$ cat config.mk
export PLATFORM = sky130hd
export DESIGN_NAME = trigger_chain_sat_monitor
export DESIGN_NICKNAME = d
export VERILOG_FILES = /design/src/rtl/trigger_chain_sat_monitor.sv
export SDC_FILE = /design/constraint.sdc
export NUM_CORES = 1
export LEC_CHECK = 0
export CAP_MARGIN = 40
export CORE_ASPECT_RATIO = 0.7
export CORE_MARGIN = 1
export CORE_UTILIZATION = 55
export DETAILED_ROUTE_END_ITERATION = 10
export PLACE_DENSITY = 0.83
export SYNTH_ARGS = -nofsm -noshare
export SYNTH_HDL_FRONTEND = slang
export SYNTH_SLANG_ARGS = --single-unit
$ cat constraint.sdc
create_clock -name aclk -period 3.7 [get_ports aclk]
set_input_delay 0.925 -clock aclk [delete_from_list [all_inputs] [get_ports aclk]]
set_output_delay 0.925 -clock aclk [all_outputs]
set_load 0.1 [all_outputs]
$ cat src/rtl/trigger_chain_sat_monitor.sv
// Windowed per-channel count of full-scale samples (code 0 or all-ones) on the trigger chain output.
// Results are latched at window end and read back one channel at a time.
module trigger_chain_sat_monitor #(
    parameter int unsigned NCHAN     = 8,
    parameter int unsigned NSAMP     = 8,
    parameter int unsigned NBITS     = 5,
    parameter int unsigned CNT_WIDTH = 24
) (
    input  logic                                aclk,
    input  logic                                reset_i,
    input  logic                                start_i,
    input  logic [23:0]                         window_i,
    input  logic [NCHAN-1:0][NSAMP*NBITS-1:0]   dat_i,
    input  logic [$clog2(NCHAN)-1:0]            sel_i,
    output logic                                busy_o,
    output logic                                done_o,
    output logic [CNT_WIDTH-1:0]                sat_count_o,
    output logic [NCHAN-1:0]                    ovf_o
);

    localparam int unsigned WIN_W = 24;
    localparam int unsigned POP_W = $clog2(NSAMP + 1);
    localparam int unsigned SUM_W = CNT_WIDTH + 1;
    localparam logic [SUM_W-1:0] SUM_MAX = {1'b0, {CNT_WIDTH{1'b1}}};

    typedef enum logic [1:0] {IDLE, RUN, FLUSH} state_t;

    state_t                                state_q;
    logic [WIN_W-1:0]                      win_q;
    logic [WIN_W-1:0]                      cnt_q;
    logic [1:0]                            flush_q;
    logic [NCHAN-1:0][NSAMP-1:0]           flag_q;
    logic [NCHAN-1:0][NSAMP-1:0]           flag_c;
    logic [NCHAN-1:0][POP_W-1:0]           pop_q;
    logic [NCHAN-1:0][POP_W-1:0]           pop_c;
    logic [NCHAN-1:0][CNT_WIDTH-1:0]       acc_q;
    logic [NCHAN-1:0][SUM_W-1:0]           sum_c;
    logic [NCHAN-1:0]                      ovf_acc_q;
    logic [NCHAN-1:0][CNT_WIDTH-1:0]       held_q;

    // Full-scale detect on raw samples, popcount on registered flags, unclamped running sum.
    always_comb begin
        flag_c = '0;
        pop_c  = '0;
        sum_c  = '0;
        for (int c = 0; c < NCHAN; c++) begin
            for (int s = 0; s < NSAMP; s++) begin
                flag_c[c][s] = (dat_i[c][NBITS*s +: NBITS] == '0) ||
                               (dat_i[c][NBITS*s +: NBITS] == {NBITS{1'b1}});
                pop_c[c]     = pop_c[c] + POP_W'(flag_q[c][s]);
            end
            sum_c[c] = {1'b0, acc_q[c]} + SUM_W'(pop_q[c]);
        end
    end

    always_ff @(posedge aclk) begin
        if (reset_i) begin
            state_q     <= IDLE;
            win_q       <= '0;
            cnt_q       <= '0;
            flush_q     <= '0;
            flag_q      <= '0;
            pop_q       <= '0;
            acc_q       <= '0;
            ovf_acc_q   <= '0;
            held_q      <= '0;
            busy_o      <= 1'b0;
            done_o      <= 1'b0;
            sat_count_o <= '0;
            ovf_o       <= '0;
        end else begin
            done_o <= 1'b0;
            // Only samples taken in RUN enter the pipeline; zeros elsewhere add nothing.
            flag_q <= (state_q == RUN) ? flag_c : '0;
            pop_q  <= pop_c;

            for (int c = 0; c < NCHAN; c++) begin
                if (sum_c[c] > SUM_MAX) begin
                    acc_q[c]     <= {CNT_WIDTH{1'b1}};
                    ovf_acc_q[c] <= 1'b1;
                end else begin
                    acc_q[c] <= sum_c[c][CNT_WIDTH-1:0];
                end
            end

            case (state_q)
                IDLE: begin
                    if (start_i && (window_i != '0)) begin
                        win_q     <= window_i;
                        cnt_q     <= '0;
                        acc_q     <= '0;
                        ovf_acc_q <= '0;
                        busy_o    <= 1'b1;
                        state_q   <= RUN;
                    end
                end
                RUN: begin
                    cnt_q <= cnt_q + WIN_W'(1);
                    if ((cnt_q + WIN_W'(1)) == win_q) begin
                        flush_q <= '0;
                        state_q <= FLUSH;
                    end
                end
                FLUSH: begin
                    // Last sample reaches the accumulator two edges after the window ends.
                    if (flush_q == 2'd2) begin
                        held_q  <= acc_q;
                        ovf_o   <= ovf_acc_q;
                        done_o  <= 1'b1;
                        busy_o  <= 1'b0;
                        state_q <= IDLE;
                    end else begin
                        flush_q <= flush_q + 2'd1;
                    end
                end
                default: state_q <= IDLE;
            endcase

            if (32'(sel_i) < NCHAN) begin
                sat_count_o <= held_q[sel_i];
            end else begin
                sat_count_o <= '0;
            end
        end
    end

endmodule

# Yosys cells after proc, flatten, opt, wreduce, memory -nomap -nowiden
# Cells that the tools add are included.
totals:
  word_cells: 367
  ff_bits: 574
  output_inout_bits: 34
  in_bits: 350
classes:
  eq_ne: 72
  order_cmp: 9
  add_sub_neg: 66
  n_reduce_logical: 142
  n_mux: 35
  bitwise: 2
ops:
  columns: ["operator", "count"]
  rows:
  - ["$mux W192", 2]
  - ["$eq A5 B5 Y1 const B", 64]
  - ["$logic_not A5 Y1", 64]
  - ["$mux W24", 10]
  - ["$add A24 B4 Y25", 8]
  - ["$gt A25 B24 Y1 const B", 8]
  - ["$add A4 B1 Y4", 32]
  - ["$bmux W24 S3", 1]
  - ["$logic_or A1 B1 Y1", 64]
  - ["$pmux W24 S2", 1]
  - ["$add A3 B1 Y4", 8]
  - ["$add A2 B1 Y3", 8]
  - ["$add A24 B1 Y24 const B", 1]
  - ["$eq A24 B24 Y1", 1]
  - ["$reduce_bool A24 Y1", 1]
  - ["$add A1 B1 Y2", 8]
  - ["$mux W8", 2]
  - ["$mux W1", 11]
  - ["$mux W2", 5]
  - ["$reduce_and A3 Y1", 3]
  - ["$ne A2 B2 Y1 const B", 3]
  - ["$pmux W2 S3", 1]
  - ["$reduce_and A2 Y1", 3]
  - ["$reduce_bool A2 Y1", 3]
  - ["other kinds (11)", 14]

# Depth between registers and ports, before layout
# Gate-level depths: netlist of run 1.
logic_depth:
  word_depth: 7
  mapped_depth: 11

# Worst setup path before layout of run 1
# Ideal clock, no wire load.
synth_path:
  kind: "input to register"
  start: "input window_i[18]"
  end: "register win_q[10]"
  setup_slack_ps: 844
  setup_time_ps: 128
  cell_stages: 7
  path_buffers: 2
  t_arrival_ps: 2729
  cell_sequence: "nor4_1 nand4_1 o211ai_1 clkbuf_1 buf_1 mux2i_1 nor2_1"
synth_between:
  elab_chain_cells: 3
synth_lines:
  columns: ["element", "line_no", "source"]
  rows:
  - ["from (decl)", "12", "input logic [23:0] window_i,"]
  - ["$reduce_bool A24 Y1", "88", "if (start_i && (window_i != '0)) begin"]
  - ["$logic_and A1 B1 Y1", "88", null]
  - ["$reduce_and A2 Y1 (no source line)", null, null]
  - ["to (signal assigned)", "89", "win_q <= window_i;"]
  - ["to (decl)", "29", "logic [WIN_W-1:0] win_q;"]
# Every way passes these cells.
# A chain may end at the register's enable or synchronous reset.

# Worst setup path in the final report of run 1
layout_path:
  start: "register acc_q[0] (netlist name)"
  end: "register acc_q[19] (netlist name)"
layout_between:
  elab_chain_cells: 5
layout_lines:
  columns: ["element", "line_no", "source"]
  rows:
  - ["from (decl)", "36", "logic [NCHAN-1:0][CNT_WIDTH-1:0] acc_q;"]
  - ["from (signal, indexed assignment)", "79", "acc_q[c] <= {CNT_WIDTH{1'b1}};"]
  - ["from (signal, indexed assignment)", "82", "acc_q[c] <= sum_c[c][CNT_WIDTH-1:0];"]
  - ["$add A24 B4 Y25 *", "52", "sum_c[c] = {1'b0, acc_q[c]} + SUM_W'(pop_q[c]);"]
  - ["$gt A25 B24 Y1", "78", "if (sum_c[c] > SUM_MAX) begin"]
  - ["$mux W24 *", "78", null]
  - ["$mux W192", "88", null]
  - ["$mux W192 *", "86", "case (state_q)"]
# Mark *: on every way between the ends. The rest lies on a longest branch, timed or not.

==> impl_metrics.tcl, run 1 <==
set metrics [dict create \
    run_status "finished clean" \
    synthesis.area_sq_mm 0.02627 \
    worstSetupEndpointType "flip-flop" \
    route.top_layer_used "met4" \
    synth_top_area_share_pct 43.74 \
    timing.hold.worst.class "flip-flop to flip-flop" \
    clock_insertion_delay_worst_skew_ps 590 \
    path_class "flip-flop to flip-flop" \
    starting_density_of_the_core_pct 56.11 \
    vias_per_cell 5.734 \
    seqPwrFrac_pct 49.7 \
    wirelength_mm 68.04 \
    irDropWorstVdd_mv 0.2486 \
    ys_async_sr_fraction_pct 0 \
    finalClockSkew_ps 16.96 \
    combinational_family_with_the_most_area_after_synthesis "simple AND/OR/NAND/NOR gates" \
    gp_congestion 0.9015 \
    synth_compound_area_share_pct 12.71 \
    critPathRequiredTime_ps 4230 \
    grt_pass1_wl_mm 111.2 \
    io_pins 384 \
    synth_warnings 0 \
    yosys.cell_types.count 63 \
    max_cap_viol_count 0 \
    layout_min_cycle_time_ps 3207 \
    pre_antenna_drt_iters 5 \
    worstPathArrival_ps 3730 \
    cts_tree "yes" \
    slew_headroom_pct 19.64 \
    fp.dieArea_sq_mm 0.04866 \
    lkg_pwr_nw 11.84 \
    syn_inst 3048 \
    final_report_setup_violation_count 0 \
    final_util_pct 70.14 \
    synth.ff_latch_count 574 \
    clock-root-buffer "sky130_fd_sc_hd__clkbuf_16" \
    synthAdderAreaFrac_pct 5.810 \
    layoutNonFillerInstCount 4045 \
    track_usage_pct 27.68 \
    nFillCells 3364 \
    cts_htree_levels 2 \
    nNetsFinal 3840 \
    synth_edf_count 0 \
    yosys_most_used_dff "sky130_fd_sc_hd__dfxtp_1" \
    final-hold-violation-count 0 \
    wire_per_inst_um 16.82 \
    dp.final_hpwl_mm 49.04 \
    drtAntennaViolNets 0 \
    synth.top_cells.by_area "sky130_fd_sc_hd__dfxtp_1 44%, sky130_fd_sc_hd__a21oi_1 8.0%, sky130_fd_sc_hd__nand2_1 7.2%" \
    place_worst_setup_slack_ps 301.1 \
    die_height_um 184.9 \
    residual_drc_count 0 \
    detailroute.wirelength.met3_mm 4.205 \
    maximum_number_of_pins_on_one_net_before_global_route_repair 202 \
    clkTransAtPathRegs_ps 60 \
    port_buffers 383 \
    tns_ps 0 \
    postCtsSetupRepairBufs 0 \
    post_route_total_power_mw 12.54 \
    placedCellCount 3948 \
    part_of_the_power_in_the_clock_network_pct 43.4 \
    die_width_um 263.2 \
    final.period_utilization_pct 86.68 \
    synthesis.area_per_instance_sq_um 8.620 \
    cp-start-kind "flip-flop" \
    fmax_mhz 311.8 \
    pwr-share-comb_pct 6.8 \
    synth_simple_gate_area_share_pct 21.19 \
    final_cell_area_sq_mm 0.03284 \
    numClockSinks 574 \
    cts_buffers 54 \
    drive_gt1_share_pct 6.556 \
    number_of_antenna_violations_at_the_first_check_in_global_routing 1 \
    floorplan.rows 66 \
    core_region_area_sq_mm 0.04682 \
    synth_top_area_cell "sky130_fd_sc_hd__dfxtp_1" \
    grt_setup_unrepaired "false" \
    vias 23200 \
    detailroute.wirelength.met2_mm 33.31 \
    netSwitchingPower_mw 2.744 \
    hold_ws_ps 446.7 \
    wl_met1_mm 28.70 \
    total_congestion_overflow_after_global_routing 0 \
    grt_pass1_vias 22770 \
    netSwitchingFraction_pct 21.88 \
    synth_fp_nets 3496 \
    power_density_mw_per_mm2 381.9 \
    syn2layout_area_growth_pct 25.00 \
    post_synth_mux_area_share_pct 6.058 \
    timing_worst_slew_pin_value_ps 1205 \
    ctsResizeCount 0 \
    post_dp_area_sq_mm 0.03109 \
    synth_seq_area_share_pct 43.74 \
    cts_hold_repair.buffers 0 \
    cellInternalPower_mw 9.797 \
    critPathMaxFanout 22 \
    detail_route.iter0.violations 1902 \
    report.final.slew_viol_count 0 \
    synth_xor_area_share_pct 6.053 \
    final.setup.worst_slack_ps 492.9 \
    cts-root-to-sink-buffers 3 \
]
## cell usage in the layout, fill, tap and decap left out, drive strengths merged, types with 76 or more instances in the layout
cell type	netlist	final
xnor2	84	84
nor2	264	264
a21oi	422	422
dfxtp	574	574
xor2	95	95
buf	18	76
inv	146	146
clkdlybuf4s50	0	372
and3	96	96
nand2	504	504
a31oi	86	86
clkbuf	142	81
## cells in the mapped netlist, drive strengths merged, types with 25 or more instances
cell      n
mux2i    51
nor2b    25
dfxtp   574
a31oi    86
nor3     41
xor2     95
or4      70
nor2    264
xnor2    84
ha       58
nand3    63
fa       40
nand4    32
and3     96
nand2   504
clkbuf  142
o21ai    35
inv     146
mux4     48
a21oi   422
## worst max-delay path, cell delays in order, from the launching register on
cell	delay, ps
sky130_fd_sc_hd__dfxtp_1	340
sky130_fd_sc_hd__ha_1	160
sky130_fd_sc_hd__inv_1	50
sky130_fd_sc_hd__fa_1	400
sky130_fd_sc_hd__nor2b_1	140
sky130_fd_sc_hd__o21ai_0	140
sky130_fd_sc_hd__a21oi_1	390
sky130_fd_sc_hd__nand3_1	300
sky130_fd_sc_hd__or3_1	820
sky130_fd_sc_hd__nand3_1	230
sky130_fd_sc_hd__o211a_1	170
## cell type report
type / count / area, sq um / area share, %
repair buffers: 448 / 4654 / 14.17
clock inverters: 15 / 155.1 / 0.4724
well taps: 612 / 765.7 / 2.332
diodes: 1 / 2.502 / 0.007620
inverters: 146 / 548.0 / 1.669
clock buffers: 81 / 1594 / 4.854
multi-input cells: 2168 / 13630 / 41.50
flip-flops and latches: 574 / 11490 / 34.99
## cells by family after synthesis
group / after synthesis
mux: 99
flops: 574
simple gates: 1185
fa+ha+maj: 98
xor+xnor: 180
buf+inv: 306
compound gates: 606
## worst paths after layout
kind / start / to / slack (ps) / cells after the start
setup / recovery: acc_q[0]$_SDFF_PP0_ / acc_q[19]$_SDFF_PP0_ / 490 / 10
hold / removal: ovf_acc_q[0]$_SDFF_PP0_ / ovf_acc_q[0]$_SDFF_PP0_ / 450 / 2
setup reg to reg: acc_q[0]$_SDFF_PP0_ / acc_q[19]$_SDFF_PP0_ / 490 / 10
hold reg to reg: ovf_acc_q[0]$_SDFF_PP0_ / ovf_acc_q[0]$_SDFF_PP0_ / 450 / 2
## routing by layer
| metal | track usage [%] | vias up |
|---|---|---|
| met3 | 3.310 | 121 |
| li1 | - | 11210 |
| met1 | 35.90 | 11020 |
| met4 | 8.608 | 0 |
| met5 | 0 | - |
| met2 | 48.40 | 838 |
## power groups by stage
stage                     sequential (mW)  clock [mW]  combinational [mW]
after global placement               6.37           0               0.819
after detailed placement             6.37           0               0.850
final                                6.24        5.45               0.856
after CTS                            6.24        5.51               0.852
after floorplan                      6.37           0               0.342
after global routing                 6.23        5.82               0.920
## registers in the layout, summed over array words and instances (netlist names)
name / flops
state_q: 2
flag_q: 64
done_o: 1
cnt_q: 24
pop_q: 32
flush_q: 2
sat_count_o: 24
busy_o: 1
ovf_acc_q: 8
win_q: 24
acc_q: 192
ovf_o: 8
held_q: 192
Note: power is estimated with default switching activity, not from simulation.
==> inputs of run 2 (changes only) <==
ABC_AREA = 0   (was default)
SKIP_LAST_GASP = 1   (was default)
==> results of run 2 <==
No change in the layout: final DEF, timing and power equal those of run 1.
